**src/rtl/tenv_clockmeter_if.sv**
```systemverilog
// Bundle of measurement controls, expected timing and results for tenv_clockmeter.
// The bench drives through master; the meter attaches as slave.
interface tenv_clockmeter_if #(
  parameter int unsigned CNT_WIDTH = 16
);
  logic                 en;
  logic                 clr;
  logic                 sig_in;
  logic [CNT_WIDTH-1:0] exp_high;
  logic [CNT_WIDTH-1:0] exp_low;
  logic [CNT_WIDTH-1:0] tol;
  logic [CNT_WIDTH-1:0] high_cnt;
  logic [CNT_WIDTH-1:0] low_cnt;
  logic                 meas_valid;
  logic                 err_high;
  logic                 err_low;
  logic                 err_stuck;

  modport master (
    output en, clr, sig_in, exp_high, exp_low, tol,
    input  high_cnt, low_cnt, meas_valid, err_high, err_low, err_stuck
  );

  modport slave (
    input  en, clr, sig_in, exp_high, exp_low, tol,
    output high_cnt, low_cnt, meas_valid, err_high, err_low, err_stuck
  );
endinterface

```
**src/rtl/tenv_clockmeter.sv**
```systemverilog
// Measures high/low phases of an asynchronous monitored clock in reference-clock
// cycles, publishes each complete period and keeps sticky tolerance/stuck flags.
module tenv_clockmeter #(
  parameter int unsigned CNT_WIDTH   = 16,
  parameter int unsigned SYNC_STAGES = 2
) (
  input  logic                clk,
  input  logic                rst,
  tenv_clockmeter_if.slave    bus
);

  typedef enum logic [2:0] {
    IDLE,
    ARM,
    PRIME,
    MEAS_HIGH,
    MEAS_LOW
  } state_t;

  localparam logic [CNT_WIDTH-1:0] CNT_MAX = '1;
  localparam logic [CNT_WIDTH-1:0] CNT_ONE = CNT_WIDTH'(1);

  state_t                 state_q;
  logic [SYNC_STAGES-1:0] sync_q;
  logic                   s_d_q;
  logic [CNT_WIDTH-1:0]   cnt_q, cnt_d;
  logic [CNT_WIDTH-1:0]   hcap_q;
  logic [CNT_WIDTH-1:0]   high_q, low_q;
  logic                   meas_valid_q;
  logic                   err_high_q, err_low_q, err_stuck_q;

  logic                   s, rise, fall, sat, in_meas, publish, stuck;
  logic [CNT_WIDTH:0]     high_diff, low_diff;
  logic                   high_bad, low_bad;

  always_comb begin
    s       = sync_q[SYNC_STAGES-1];
    rise    = s & ~s_d_q;
    fall    = ~s & s_d_q;
    sat     = (cnt_q == CNT_MAX);
    in_meas = (state_q == MEAS_HIGH) || (state_q == MEAS_LOW);
    // Saturation outranks a coincident edge: a phase of 2^CNT_WIDTH-1 is never published.
    stuck   = bus.en && in_meas && sat;
    publish = bus.en && (state_q == MEAS_LOW) && rise && !sat;

    if (rise || fall) begin
      cnt_d = CNT_ONE;
    end else if (sat) begin
      cnt_d = cnt_q;
    end else begin
      cnt_d = cnt_q + CNT_ONE;
    end

    if (hcap_q >= bus.exp_high) begin
      high_diff = {1'b0, hcap_q} - {1'b0, bus.exp_high};
    end else begin
      high_diff = {1'b0, bus.exp_high} - {1'b0, hcap_q};
    end
    if (cnt_q >= bus.exp_low) begin
      low_diff = {1'b0, cnt_q} - {1'b0, bus.exp_low};
    end else begin
      low_diff = {1'b0, bus.exp_low} - {1'b0, cnt_q};
    end
    high_bad = high_diff > {1'b0, bus.tol};
    low_bad  = low_diff  > {1'b0, bus.tol};
  end

  always_ff @(posedge clk or posedge rst) begin
    if (rst) begin
      state_q      <= IDLE;
      sync_q       <= '0;
      s_d_q        <= 1'b0;
      cnt_q        <= '0;
      hcap_q       <= '0;
      high_q       <= '0;
      low_q        <= '0;
      meas_valid_q <= 1'b0;
      err_high_q   <= 1'b0;
      err_low_q    <= 1'b0;
      err_stuck_q  <= 1'b0;
    end else begin
      sync_q       <= {sync_q[SYNC_STAGES-2:0], bus.sig_in};
      s_d_q        <= s;
      cnt_q        <= cnt_d;
      meas_valid_q <= publish;

      // A set in the same cycle as clr wins.
      err_high_q  <= (err_high_q  & ~bus.clr) | (publish & high_bad);
      err_low_q   <= (err_low_q   & ~bus.clr) | (publish & low_bad);
      err_stuck_q <= (err_stuck_q & ~bus.clr) | stuck;

      if (publish) begin
        high_q <= hcap_q;
        low_q  <= cnt_q;
      end

      if (!bus.en) begin
        state_q <= IDLE;
      end else if (stuck) begin
        state_q <= ARM;
      end else begin
        case (state_q)
          IDLE:      state_q <= ARM;
          ARM:       if (fall) state_q <= PRIME;
          PRIME:     if (rise) state_q <= MEAS_HIGH;
          MEAS_HIGH: begin
            if (fall) begin
              hcap_q  <= cnt_q;
              state_q <= MEAS_LOW;
            end
          end
          MEAS_LOW:  if (rise) state_q <= MEAS_HIGH;
          default:   state_q <= IDLE;
        endcase
      end
    end
  end

  assign bus.high_cnt   = high_q;
  assign bus.low_cnt    = low_q;
  assign bus.meas_valid = meas_valid_q;
  assign bus.err_high   = err_high_q;
  assign bus.err_low    = err_low_q;
  assign bus.err_stuck  = err_stuck_q;

endmodule

```
**src/flat_wrapper.sv**
```systemverilog
// flat-port wrapper written by rule: the top's interface ports become plain ports
module tenv_clockmeter_flat 
#(
  parameter int unsigned CNT_WIDTH   = 16,
  parameter int unsigned SYNC_STAGES = 2
)
  (clk, rst, bus_en, bus_clr, bus_sig_in, bus_exp_high, bus_exp_low, bus_tol, bus_high_cnt, bus_low_cnt, bus_meas_valid, bus_err_high, bus_err_low, bus_err_stuck);
  tenv_clockmeter_if #(.CNT_WIDTH(CNT_WIDTH)) bus_i ();
  input  logic clk;
  input  logic rst;
  input wire logic [$bits(bus_i.en)-1:0] bus_en;
  input wire logic [$bits(bus_i.clr)-1:0] bus_clr;
  input wire logic [$bits(bus_i.sig_in)-1:0] bus_sig_in;
  input wire logic [$bits(bus_i.exp_high)-1:0] bus_exp_high;
  input wire logic [$bits(bus_i.exp_low)-1:0] bus_exp_low;
  input wire logic [$bits(bus_i.tol)-1:0] bus_tol;
  output wire logic [$bits(bus_i.high_cnt)-1:0] bus_high_cnt;
  output wire logic [$bits(bus_i.low_cnt)-1:0] bus_low_cnt;
  output wire logic [$bits(bus_i.meas_valid)-1:0] bus_meas_valid;
  output wire logic [$bits(bus_i.err_high)-1:0] bus_err_high;
  output wire logic [$bits(bus_i.err_low)-1:0] bus_err_low;
  output wire logic [$bits(bus_i.err_stuck)-1:0] bus_err_stuck;
  assign bus_i.en = bus_en;
  assign bus_i.clr = bus_clr;
  assign bus_i.sig_in = bus_sig_in;
  assign bus_i.exp_high = bus_exp_high;
  assign bus_i.exp_low = bus_exp_low;
  assign bus_i.tol = bus_tol;
  assign bus_high_cnt = bus_i.high_cnt;
  assign bus_low_cnt = bus_i.low_cnt;
  assign bus_meas_valid = bus_i.meas_valid;
  assign bus_err_high = bus_i.err_high;
  assign bus_err_low = bus_i.err_low;
  assign bus_err_stuck = bus_i.err_stuck;
  tenv_clockmeter #(.CNT_WIDTH(CNT_WIDTH), .SYNC_STAGES(SYNC_STAGES)) u_core (.clk(clk), .rst(rst), .bus(bus_i));
endmodule
```
**config.mk**
```make
export PLATFORM = sky130hd
export DESIGN_NAME = tenv_clockmeter_flat
export DESIGN_NICKNAME = d
export VERILOG_FILES = /design/src/rtl/tenv_clockmeter_if.sv /design/src/rtl/tenv_clockmeter.sv /design/src/flat_wrapper.sv
export SDC_FILE = /design/constraint.sdc
export NUM_CORES = 1
export LEC_CHECK = 0
export CORE_MARGIN = 4
export CORE_UTILIZATION = 30
export CTS_CLUSTER_SIZE = 24
export DETAILED_ROUTE_END_ITERATION = 7
export DONT_BUFFER_PORTS = 1
export PLACE_DENSITY = 0.43
export REMOVE_ABC_BUFFERS = 1
export SYNTH_ARGS = -nofsm -noshare
export SYNTH_HDL_FRONTEND = slang
export SYNTH_SLANG_ARGS = --single-unit
```
**constraint.sdc**
```tcl
create_clock -name clk -period 5.7 [get_ports clk]
set_input_delay 1.14 -clock clk [delete_from_list [all_inputs] [get_ports clk]]
set_output_delay 1.14 -clock clk [all_outputs]
set_load 0.005 [all_outputs]
```
==> out/metrics.cfg, run 1 <==
[run_status]
outcome = finished clean

[grt]
grt_start_max_net_pins = 75
grt_pass1_vias = 5746
overflow = 0
grt_pass1_wl_mm = 32.2
antenna_found_initial = 0
grt_util_all_layers_pct = 15.8

[critical_path]
ff2ff_path_depth = 18
crit_chain = inv_1 -> ha_1 -> nor2b_1 -> o21ai_0 -> a21boi_0 -> o21ai_1 -> a211oi_1 -> or2_1 -> mux2i_2 -> xor2_1 -> ha_1 -> nor2b_1 -> o21ai_0 -> o211ai_1 -> a221o_1 -> a21o_1 -> a211o_1 -> a222oi_1 -> o21ai_1
arrival_ns = 5.42
crit_slowest_cell = or2_1
reg2reg_slack_ns = 0.87
r2r-start = u_core.hcap_q[1]
required_ns = 5.92
reg2reg_to = u_core.bus.err_high
start_kind = input port
slowest_delay_ns = 0.42
worstSetupEndpointType = flop
critPathKind = in2reg
cp_max_fo = 8

[cells_and_area]
fin_util_pct = 33.6
post_route_cells_drive_above_1_share_pct = 11.0
diodes = 0
nets = 969
syn_to_final_growth_pct = 9.15

[power]
cellPowerDensity_nw_per_um2 = 222
leakagePower_nw = 3.72
ir_worst_vdd_mv = 0.135

[route]
wirelength_mm = 20.3
via_per_inst = 4.93
firstDrtPassIters = 4
ant_nets = 0
first_iter_violations = 235
num_vias = 5577
drc = 0
routedWlPerCell_microns = 18.0

[yosys]
yosysUniqueCellTypes = 70
synth_seq_area_share_pct = 26.3
yosys_warnings = 0
post_synth_inst_count = 814
synth_seq_cells = 74
async_reset_ff_share_pct = 100
synth_flop_cell = dfrtp_1
syn_avg_cell_area_sq_um = 8.64
synth_edf_count = 0
synth_area_sq_um = 7030

[sta]
tightest_slew_ns = 1.14
period_share_pct = 91.2
finalClockSkew_ns = 0.0168
post-route-min-period_ns = 5.20
hold_violations = 0
clock.fmax_mhz = 192
finalMaxSlewViolations = 0
tns_ns = 0
grt_setup_unrepaired = false
setup_violations = 0
slew_headroom_pct = 23.0

[hold_path]
whs_endpoint = u_core.sync_q[1]
hold_path.startpoint = u_core.sync_q[0]
hold_depth = 0
min_path_type = reg2reg

[die]
die_x_microns = 161
initial_core_util_pct = 30.8
core_sq_um = 22800
num_rows = 55
fp.dieH_microns = 161
dieArea_sq_um = 25900
io_pins = 89

[job]
maxCapViolations = 0

[cts]
ctsHoldBuffers = 0
cts_tree = yes
clk_pin_slew_ns = 0.08
cts_resized = 0
cts_root_buf = clkbuf_16
clockBufferDepth = 2
worst_skew_pair.late_latency_ns = 0.36
cts_setup_buffers = 0
numCtsBuffers = 9
cts_htree_levels = 3
cts_sinks = 74

[placement]
gp_congestion = 0.896
place_hpwl_mm = 16.5
portBuffers = 0

cells in the final DEF (no fill, tap or decap), types with 5 or more instances in the layout:
master	count
inv_1	103
ha_1	99
dfrtp_1	74
a21oi_1	60
nand2_1	60
o21ai_0	51
a21o_1	41
nor2_1	39
mux2_2	36
xnor2_1	33
nand4_1	22
buf_4	18
nor3_1	14
nand3_1	13
mux2i_1	12
o21bai_1	9
clkbuf_16	9
nor2b_1	7
and2_1	7
nor4_1	6
a211oi_1	6
xor2_1	6
and3_1	6
nor3b_1	5
o21a_1	5
per-stage QoR:
step / hold slack (ns) / std cells / power, mW / area, sq um / worst slack, ns
2_1_floorplan: 0.331 / 784 / 0.986 / 6850 / 0.439
3_3_place_gp: 0.333 / 1115 / 1.13 / 7380 / 0.143
3_5_place_dp: 0.336 / 1115 / 1.13 / 7380 / 0.169
4_1_cts: 0.354 / 1131 / 1.73 / 7670 / 0.548
5_1_grt: 0.365 / 1131 / 1.83 / 7670 / 0.129
6_report: 0.350 / 1131 / 1.70 / 7670 / 0.500
flip-flops by register name, summed over array words and instances, names as in the netlist:
signal and flops:
u_core.bus.err_high 1, u_core.bus.low_cnt 16, u_core.state_q 3, u_core.bus.err_low 1, u_core.s_d_q 1, u_core.bus.meas_valid 1
u_core.sync_q 2, u_core.cnt_q 16, u_core.bus.high_cnt 16, u_core.hcap_q 16, u_core.bus.err_stuck 1
synthesized netlist by cell type (5+ instances only):
cell	number	area share [%]
o21ai_0	51	3.6
buf_6	6	0.96
mux2i_1	12	1.7
nand2_1	60	3.2
dfrtp_1	74	26
nand3_1	13	0.93
a21o_1	41	4.4
buf_2	12	0.85
xnor2_1	33	4.1
a21oi_1	60	4.3
ha_1	99	18
and2_1	7	0.62
and3_1	6	0.53
nor4_1	6	0.53
nor2b_1	7	0.62
nor2_1	39	2.1
mux2_2	36	5.8
clkbuf_1	9	0.48
xor2_1	6	0.75
nor3_1	14	1.0
o21a_1	5	0.53
a211oi_1	6	0.64
inv_1	104	5.6
o21bai_1	9	0.96
nand4_1	22	2.0
nor3b_1	5	0.53
worst max-delay path, delay by kind of cell:
family	cells	cell delay, ns
AOI/OAI and AO/OA	11	2.34
xor gates and xnor gates	1	0.24
adders and majority gates	2	0.58
buffers and inverters	1	0.05
muxes	1	0.36
and+or+nand+nor	3	0.69
worst max path at each step:
stage / cells after the start / startpoint / to
2_1_floorplan: 20 / bus_exp_high[6] / u_core.bus.err_high
3_3_place_gp: 19 / bus_exp_high[1] / u_core.bus.err_high
3_5_place_dp: 21 / bus_exp_high[1] / u_core.bus.err_high
4_1_cts: 21 / bus_exp_high[1] / u_core.bus.err_high
5_1_grt: 21 / bus_exp_high[1] / u_core.bus.err_high
6_report: 19 / bus_exp_high[1] / u_core.bus.err_high
area by class of cell:
type                       instances  area (sq um)
fill                            2444         15200
multi-input combinational        604          4600
sequential                        74          1850
inverter                         106           399
tap                              313           392
clock buffer                       9           225
timing repair buffer              18           135
clock inverter                     7          71.3
power breakdown:
group	internal (mW)	switching [mW]
logic	0.230	0.283
registers	0.554	0.0477
clock network	0.309	0.280
metal layers:
metal	routed length [microns]	vias up	global-route usage (%)
li1	-	2855	-
met1	9460	2624	20.8
met2	9590	84	26.5
met3	1060	14	4.21
met4	199	0	3.10
met5	0	-	0
cells by family (layout without fill, tap and decap cells):
kind of cell    count (synthesis)  count (layout)  synth area share [%]
buf+inv                       136             140                  8.24
xor+xnor                       39              39                  4.86
simple gates                  197             197                  14.1
fa+ha+maj                     103             103                  18.8
flops                          74              74                  26.3
mux                            49              49                  7.67
compound gates                216             216                  20.0
Power figures use the tool's default switching activity.
==> inputs of run 2 (changes only) <==
ABC_AREA = 1   (was default)
CELL_PAD_IN_SITES_DETAIL_PLACEMENT = 2   (was default)
CELL_PAD_IN_SITES_GLOBAL_PLACEMENT = 2   (was default)
PLACE_DENSITY = 0.68   (was 0.43)
==> run 2 against run 1 <==
Core utilization decreased by 0.95 points. Total power increased by 3.4%. First-iteration DRC count increased by 8.9%. Sequential cell count unchanged. Non-clock buffer count decreased by 17. Die area increased by 8.5%. Worst setup slack improved by 0.96 ns. Synthesized cell count increased by 35%. Combinational power increased by 4.7%. Critical endpoint unchanged.
==> out/metrics.cfg, run 2 <==
[run_status]
outcome = finished clean  ; unchanged

[grt]
antenna_found_initial = 0  ; unchanged
grt_util_all_layers_pct = 19.5  ; was 15.8%
overflow = 0  ; unchanged
grt_pass1_vias = 7599  ; was 5746
grt_pass1_wl_mm = 43.6  ; was 32.2 mm
grt_start_max_net_pins = 66  ; was 75

[critical_path]
timing.critical_path.buf_inv = 4  ; was 1
start_kind = input port  ; unchanged
required_ns = 5.94  ; was 5.92 ns
crit_top_cell = nand2_1
arrival_ns = 4.48  ; was 5.42 ns
cp_top_family = simple AND/OR/NAND/NOR gates  ; was compound AO/OA/AOI/OAI gates
slowest_delay_ns = 0.45  ; was 0.42 ns
cp_max_fo = 18  ; was 8
worstSetupEndpointType = flop  ; unchanged
critPathKind = in2reg  ; unchanged
crit_slowest_cell = ha_1  ; was or2_1

[placement]
portBuffers = 0  ; unchanged
gp_congestion = 0.794  ; was 0.896
pre_cts_slack_ns = 1.05  ; was 0.169 ns
place_inst = 1407  ; was 1115
place_hpwl_mm = 23.1  ; was 16.5 mm

[route]
firstDrtPassIters = 4  ; unchanged
wirelength_mm = 27.3  ; was 20.3 mm
drc = 0  ; unchanged
ant_nets = 0  ; unchanged
routedWlPerCell_microns = 19.2  ; was 18.0 microns
via_per_inst = 4.93  ; about the same
num_vias = 7021  ; was 5577
first_iter_violations = 256  ; was 235

[sta]
setup_violations = 0  ; unchanged
tns_ns = 0  ; unchanged
finalMaxSlewViolations = 0  ; unchanged
period_share_pct = 74.5  ; was 91.2%
grt_setup_unrepaired = false  ; unchanged
clock.fmax_mhz = 236  ; was 192 MHz
finalClockSkew_ns = 0.00558  ; was 0.0168 ns
setup_slack_ns = 1.46  ; was 0.500 ns
slew_headroom_pct = 37.8  ; was 23.0%
post-route-min-period_ns = 4.24  ; was 5.20 ns
hold_violations = 0  ; unchanged
tightest_slew_ns = 0.933  ; was 1.14 ns

[yosys]
synth_seq_cells = 74  ; unchanged
yosys-top-cells-count = nand2_1, inv_1, ha_1  ; was inv_1, ha_1, dfrtp_1
synth_edf_count = 0  ; unchanged
synthTopCellsByArea = dfrtp_1, ha_1, nand2_1  ; was dfrtp_1, ha_1, mux2_2
synth_flop_cell = dfrtp_1  ; unchanged
yosysUniqueCellTypes = 47  ; was 70
synth_area_sq_um = 7660  ; was 7030 sq um
yosysMostFrequentCell = nand2_1  ; was inv_1
synth_seq_area_share_pct = 24.2  ; was 26.3%
yosys.area.top_type = dfrtp_1  ; unchanged
yosysTopAreaCellShare_pct = 24.2  ; was 26.3%
syn_avg_cell_area_sq_um = 6.96  ; was 8.64 sq um
yosys_warnings = 0  ; unchanged
post_synth_inst_count = 1100  ; was 814
async_reset_ff_share_pct = 100  ; unchanged

[cts]
cts_setup_buffers = 0  ; unchanged
cts_tree = yes  ; unchanged
ctsHoldBuffers = 0  ; unchanged
cts_root_buf = clkbuf_16  ; unchanged
clk_pin_slew_ns = 0.06  ; was 0.08 ns
numCtsBuffers = 9  ; unchanged
cts_htree_levels = 3  ; unchanged
worst_skew_pair.late_latency_ns = 0.35  ; was 0.36 ns
clockBufferDepth = 2  ; unchanged
cts_sinks = 74  ; unchanged
cts_resized = 0  ; unchanged

[cells_and_area]
nets = 1244  ; was 969
post_route_cells_drive_above_1_share_pct = 7.78  ; was 11.0%
multi_input_area_sq_um = 4880  ; was 4600 sq um
regArea_sq_um = 1850  ; unchanged
layout_common_cells = nand2_1, inv_1, ha_1  ; was inv_1, ha_1, dfrtp_1
nFillCells = 2994  ; was 2444
syn_to_final_growth_pct = 7.30  ; was 9.15%
final_common_cell = nand2_1  ; was inv_1
fin_cells = 1423  ; was 1131
diodes = 0  ; unchanged

[hold_path]
min_path_type = reg2reg  ; unchanged

[die]
io_pins = 89  ; unchanged
core_sq_um = 25200  ; was 22800 sq um
fp.dieH_microns = 168  ; was 161 microns
die_x_microns = 168  ; was 161 microns
dieArea_sq_um = 28200  ; was 25900 sq um
initial_core_util_pct = 30.4  ; was 30.8%
num_rows = 58  ; was 55

[job]
maxCapViolations = 0  ; unchanged

[power]
ir_worst_vdd_mv = 0.108  ; was 0.135 mV
cellPowerDensity_nw_per_um2 = 214  ; was 222 nW/um^2
leakagePower_nw = 4.40  ; was 3.72 nW

run 2: worst register-to-register path: stages, from the launching register on:
cell	delay, ns
dfrtp_1	0.40
inv_1	0.24
ha_1	0.27
inv_1	0.09
fa_1	0.39
nand2_1	0.09
nand2_1	0.11
a21oi_1	0.37
o21ai_0	0.21
nand2_2	0.12
a21oi_1	0.07
nor2_1	0.26
inv_1	0.08
ha_1	0.30
nand2_1	0.08
nor2_1	0.20
nand3b_1	0.10
nand3_1	0.09
nand2_1	0.05
nand2_1	0.06
nand2_1	0.05
nand2_1	0.06
nand2_1	0.05
nand2_1	0.05
nand2_1	0.04
nand2_1	0.06
nand2_1	0.05
nand2_1	0.07
run 2: per-layer routing:
metal / routed length (microns) / GRT usage [%] / up-vias
met3: 1000 / 3.50 / 13
met1: 12400 / 25.6 / 3459
met4: 144 / 2.29 / 0
li1: - / - / 3463
met5: 0 / 0 / -
met2: 13700 / 34.4 / 86
run 2: final timing paths:
check                                      start                      to  slack, ns  depth (start not counted)
worst min-delay path            u_core.sync_q[0]        u_core.sync_q[1]       0.36                          0
worst max register to register   u_core.cnt_q[0]      u_core.bus.err_low       1.66                         27
min in group asynchronous                    rst   u_core.bus.low_cnt[9]       0.69                          1
worst max-delay path             bus_exp_high[8]     u_core.bus.err_high       1.46                         29
worst min register to register  u_core.sync_q[0]        u_core.sync_q[1]       0.36                          0
max in group asynchronous                    rst  u_core.bus.high_cnt[5]       3.99                          2
run 2: power by group:
group	internal, mW	switching [mW]	leakage [nW]
Sequential	0.545	0.0242	1.02
Clock	0.401	0.255	0.164
Combinational	0.184	0.353	3.22
Total	1.13	0.633	4.40
run 2: kinds of logic (layout without fill, tap and decap cells):
group,after synthesis,in the layout,share of synthesized area [%]
flip-flops,74,74,24.2
XOR/XNOR,38,38,4.34
adder cells (fa/ha/maj),103,103,17.2
buffers and inverters,218,211,12.2
AO/OA/AOI/OAI,216,216,16.6
AND/OR/NAND/NOR,451,451,25.4
run 2: final cells by class:
| type | count | area share (%) |
|---|---|---|
| inverters | 194 | 8.88 |
| multi-input cells | 808 | 59.4 |
| flip-flops and latches | 74 | 22.5 |
| clock inverters | 6 | 1.16 |
| repair buffers | 1 | 0.0913 |
| clock buffers | 10 | 2.91 |
| well taps | 330 | 5.02 |
run 2: per-stage QoR:
stage	total power, mW	instance area [sq um]	hold slack, ns	util [%]
after floorplan	0.956	7460	0.331	-
after CTS	1.79	8220	0.369	32.6
after global routing	1.89	8220	0.382	32.6
final	1.76	8220	0.361	32.6
after global placement	1.10	7890	0.339	31.3
after detailed placement	1.12	7890	0.353	31.3
==> inputs of run 3 (changes only) <==
clock period = 4.29 ns   (was 5.7 ns; I/O delays follow)
==> run 3 against run 2 <==
Worst hold slack got worse by 0.013 ns. Cell count increased by 0.98%. Non-clock buffer count increased by 14. Sequential power increased by 33%. Total power increased by 34%. Core utilization increased by 0.39 points. Sequential share of layout area decreased by 0.27 points. Critical path depth decreased by 2. First-iteration DRC count decreased by 1.2%. Combinational power increased by 37%. Critical path type is now reg2reg.
==> out/metrics.cfg, run 3 (synthesis gave the netlist of run 2 again) <==
[cells_and_area]
fin_cells = 1437  ; was 1423
syn_to_final_growth_pct = 8.59  ; was 7.30%
diodes = 0  ; unchanged
final_common_cell = nand2_1  ; unchanged
fin_util_pct = 33.0  ; was 32.6%
post_route_cells_drive_above_1_share_pct = 9.03  ; was 7.78%
layout_common_cells = nand2_1, inv_1, ha_1  ; unchanged
nets = 1258  ; was 1244

[grt]
grt_pass1_vias = 7685  ; was 7599
overflow = 0  ; unchanged
grt_pass1_wl_mm = 43.5  ; was 43.6 mm
grt_start_max_net_pins = 55  ; was 66
grt_util_all_layers_pct = 19.6  ; was 19.5%
antenna_found_initial = 0  ; unchanged

[critical_path]
cp_max_fo = 3  ; was 18
critPathKind = reg2reg  ; was in2reg
start_kind = flop  ; was input port
required_ns = 4.58  ; was 5.94 ns
worstSetupEndpointType = flop  ; unchanged
arrival_ns = 4.12  ; was 4.48 ns

[route]
drc = 0  ; unchanged
first_iter_violations = 253  ; was 256
ant_nets = 0  ; unchanged
via_per_inst = 4.85  ; was 4.93
firstDrtPassIters = 4  ; unchanged
routedWlPerCell_microns = 19.2  ; about the same
wirelength_mm = 27.5  ; was 27.3 mm
num_vias = 6969  ; was 7021

[cts]
cts_root_buf = clkbuf_16  ; unchanged
cts_sinks = 74  ; unchanged
clk_pin_slew_ns = 0.07  ; was 0.06 ns
worst_skew_pair.late_latency_ns = 0.35  ; about the same
cts_setup_buffers = 0  ; unchanged
clockBufferDepth = 2  ; unchanged
numCtsBuffers = 9  ; unchanged
cts_tree = yes  ; unchanged
ctsHoldBuffers = 0  ; unchanged
cts_htree_levels = 3  ; unchanged

[sta]
tightest_slew_ns = 0.985  ; was 0.933 ns
period_share_pct = 89.4
grt_setup_unrepaired = false  ; unchanged
finalClockSkew_ns = 0.00794  ; was 0.00558 ns
slew_headroom_pct = 34.3  ; was 37.8%
finalMaxSlewViolations = 0  ; unchanged
hold_violations = 0  ; unchanged
setup_slack_ns = 0.453  ; was 1.46 ns
post-route-min-period_ns = 3.84
tns_ns = 0  ; unchanged
setup_violations = 0  ; unchanged
clock.fmax_mhz = 261

[job]
maxCapViolations = 0  ; unchanged

[power]
cellPowerDensity_nw_per_um2 = 283  ; was 214 nW/um^2
pwr-share-seq_pct = 32.1  ; was 32.3%
clock_power_share_pct = 36.6  ; was 37.2%
power_switching_uw = 857  ; was 633 uW
leakagePower_nw = 4.46  ; was 4.40 nW
ir_worst_vdd_mv = 0.128  ; was 0.108 mV
p_sw_share_pct = 36.4  ; was 35.9%
p_int_mw = 1.50  ; was 1.13 mW
power_frac_comb_pct = 31.2  ; was 30.5%

[placement]
portBuffers = 0  ; unchanged
gp_congestion = 0.833  ; was 0.794
place_hpwl_mm = 23.4  ; was 23.1 mm
place_inst = 1421  ; was 1407
pre_cts_slack_ns = 0.0758  ; was 1.05 ns

[die]
fp.dieH_microns = 168  ; unchanged
io_pins = 89  ; unchanged
num_rows = 58  ; unchanged
initial_core_util_pct = 30.4  ; unchanged
die_x_microns = 168  ; unchanged
core_sq_um = 25200  ; unchanged
dieArea_sq_um = 28200  ; unchanged

[hold_path]
min_path_type = reg2reg  ; unchanged

[run_status]
outcome = finished clean  ; unchanged

[run 3: changes by cell type in the layout (fill, tap and decap cells not counted)]
cell	before	now
a21oi_1	77	76
clkinv_4	2	1
a21oi_2	0	1
buf_4	1	15
clkinv_2	1	2
clkbuf_8	1	0
clkinvlp_4	0	1
[run 3: layer usage]
metal | GRT usage [%] | up-vias | routed length [microns]
met2 | 34.5 | 78 | 13600
met1 | 25.6 | 3385 | 12700
li1 | - | 3488 | -
met5 | 0 | - | 0
met3 | 3.31 | 18 | 967
met4 | 3.18 | 0 | 311
[run 3: final cells by class]
cell class / instances / area [sq um]
clock buffer: 9 / 225
clock inverter: 7 / 98.8
fill: 3059 / 16900
inverter: 194 / 729
multi-input combinational: 808 / 4890
sequential: 74 / 1850
tap: 330 / 413
timing repair buffer: 15 / 113
[run 3: worst paths after layout]
check	from	endpoint	slack [ns]	depth (start not counted)
hold / removal	u_core.sync_q[0]	u_core.sync_q[1]	0.35	0
setup reg to reg	u_core.hcap_q[0]	u_core.bus.err_high	0.45	27
min in group asynchronous	rst	u_core.hcap_q[9]	0.58	1
max in group asynchronous	rst	u_core.hcap_q[3]	2.83	2
setup / recovery	u_core.hcap_q[0]	u_core.bus.err_high	0.45	27
hold reg to reg	u_core.sync_q[0]	u_core.sync_q[1]	0.35	0
[run 3: stage by stage]
stage                     total power, mW  instance area (sq um)  hold slack (ns)
after global routing                 2.53                   8320            0.371
after CTS                            2.39                   8310            0.350
final                                2.35                   8320            0.347
after global placement               1.49                   7990            0.334
after floorplan                      1.27                   7460            0.331
after detailed placement             1.51                   7990            0.336
[run 3: critical path: stages (launching register included)]
cell	delay, ns
dfrtp_1	0.40
inv_1	0.10
ha_1	0.23
inv_1	0.08
fa_1	0.45
nand3_1	0.11
nand2_1	0.13
a21boi_0	0.39
o21ai_0	0.26
xnor2_1	0.23
nand2_1	0.07
nand2_1	0.07
inv_1	0.06
ha_1	0.29
nand2_1	0.09
nor2_1	0.16
nand3b_1	0.09
nand3_1	0.08
nand2_1	0.05
nand2_1	0.06
nand2_1	0.04
nand2_1	0.05
nand2_1	0.05
nand2_1	0.05
nand2_1	0.04
nand2_1	0.05
nand2_1	0.05
nand2_1	0.06
[run 3: what timing repair did]
action / 4_1_cts / 5_1_grt
hold endpoints to repair: 0 / 0
resized for setup: 0 / 1
setup endpoints to repair: 0 / 1
[run 3: power by group through the flow]
stage	clock network [mW]	logic (mW)	registers (mW)
finish	0.861	0.735	0.756
global route	0.916	0.851	0.761
CTS	0.885	0.750	0.756
detailed placement	0	0.739	0.770
global placement	0	0.719	0.767
floorplan	0	0.512	0.757
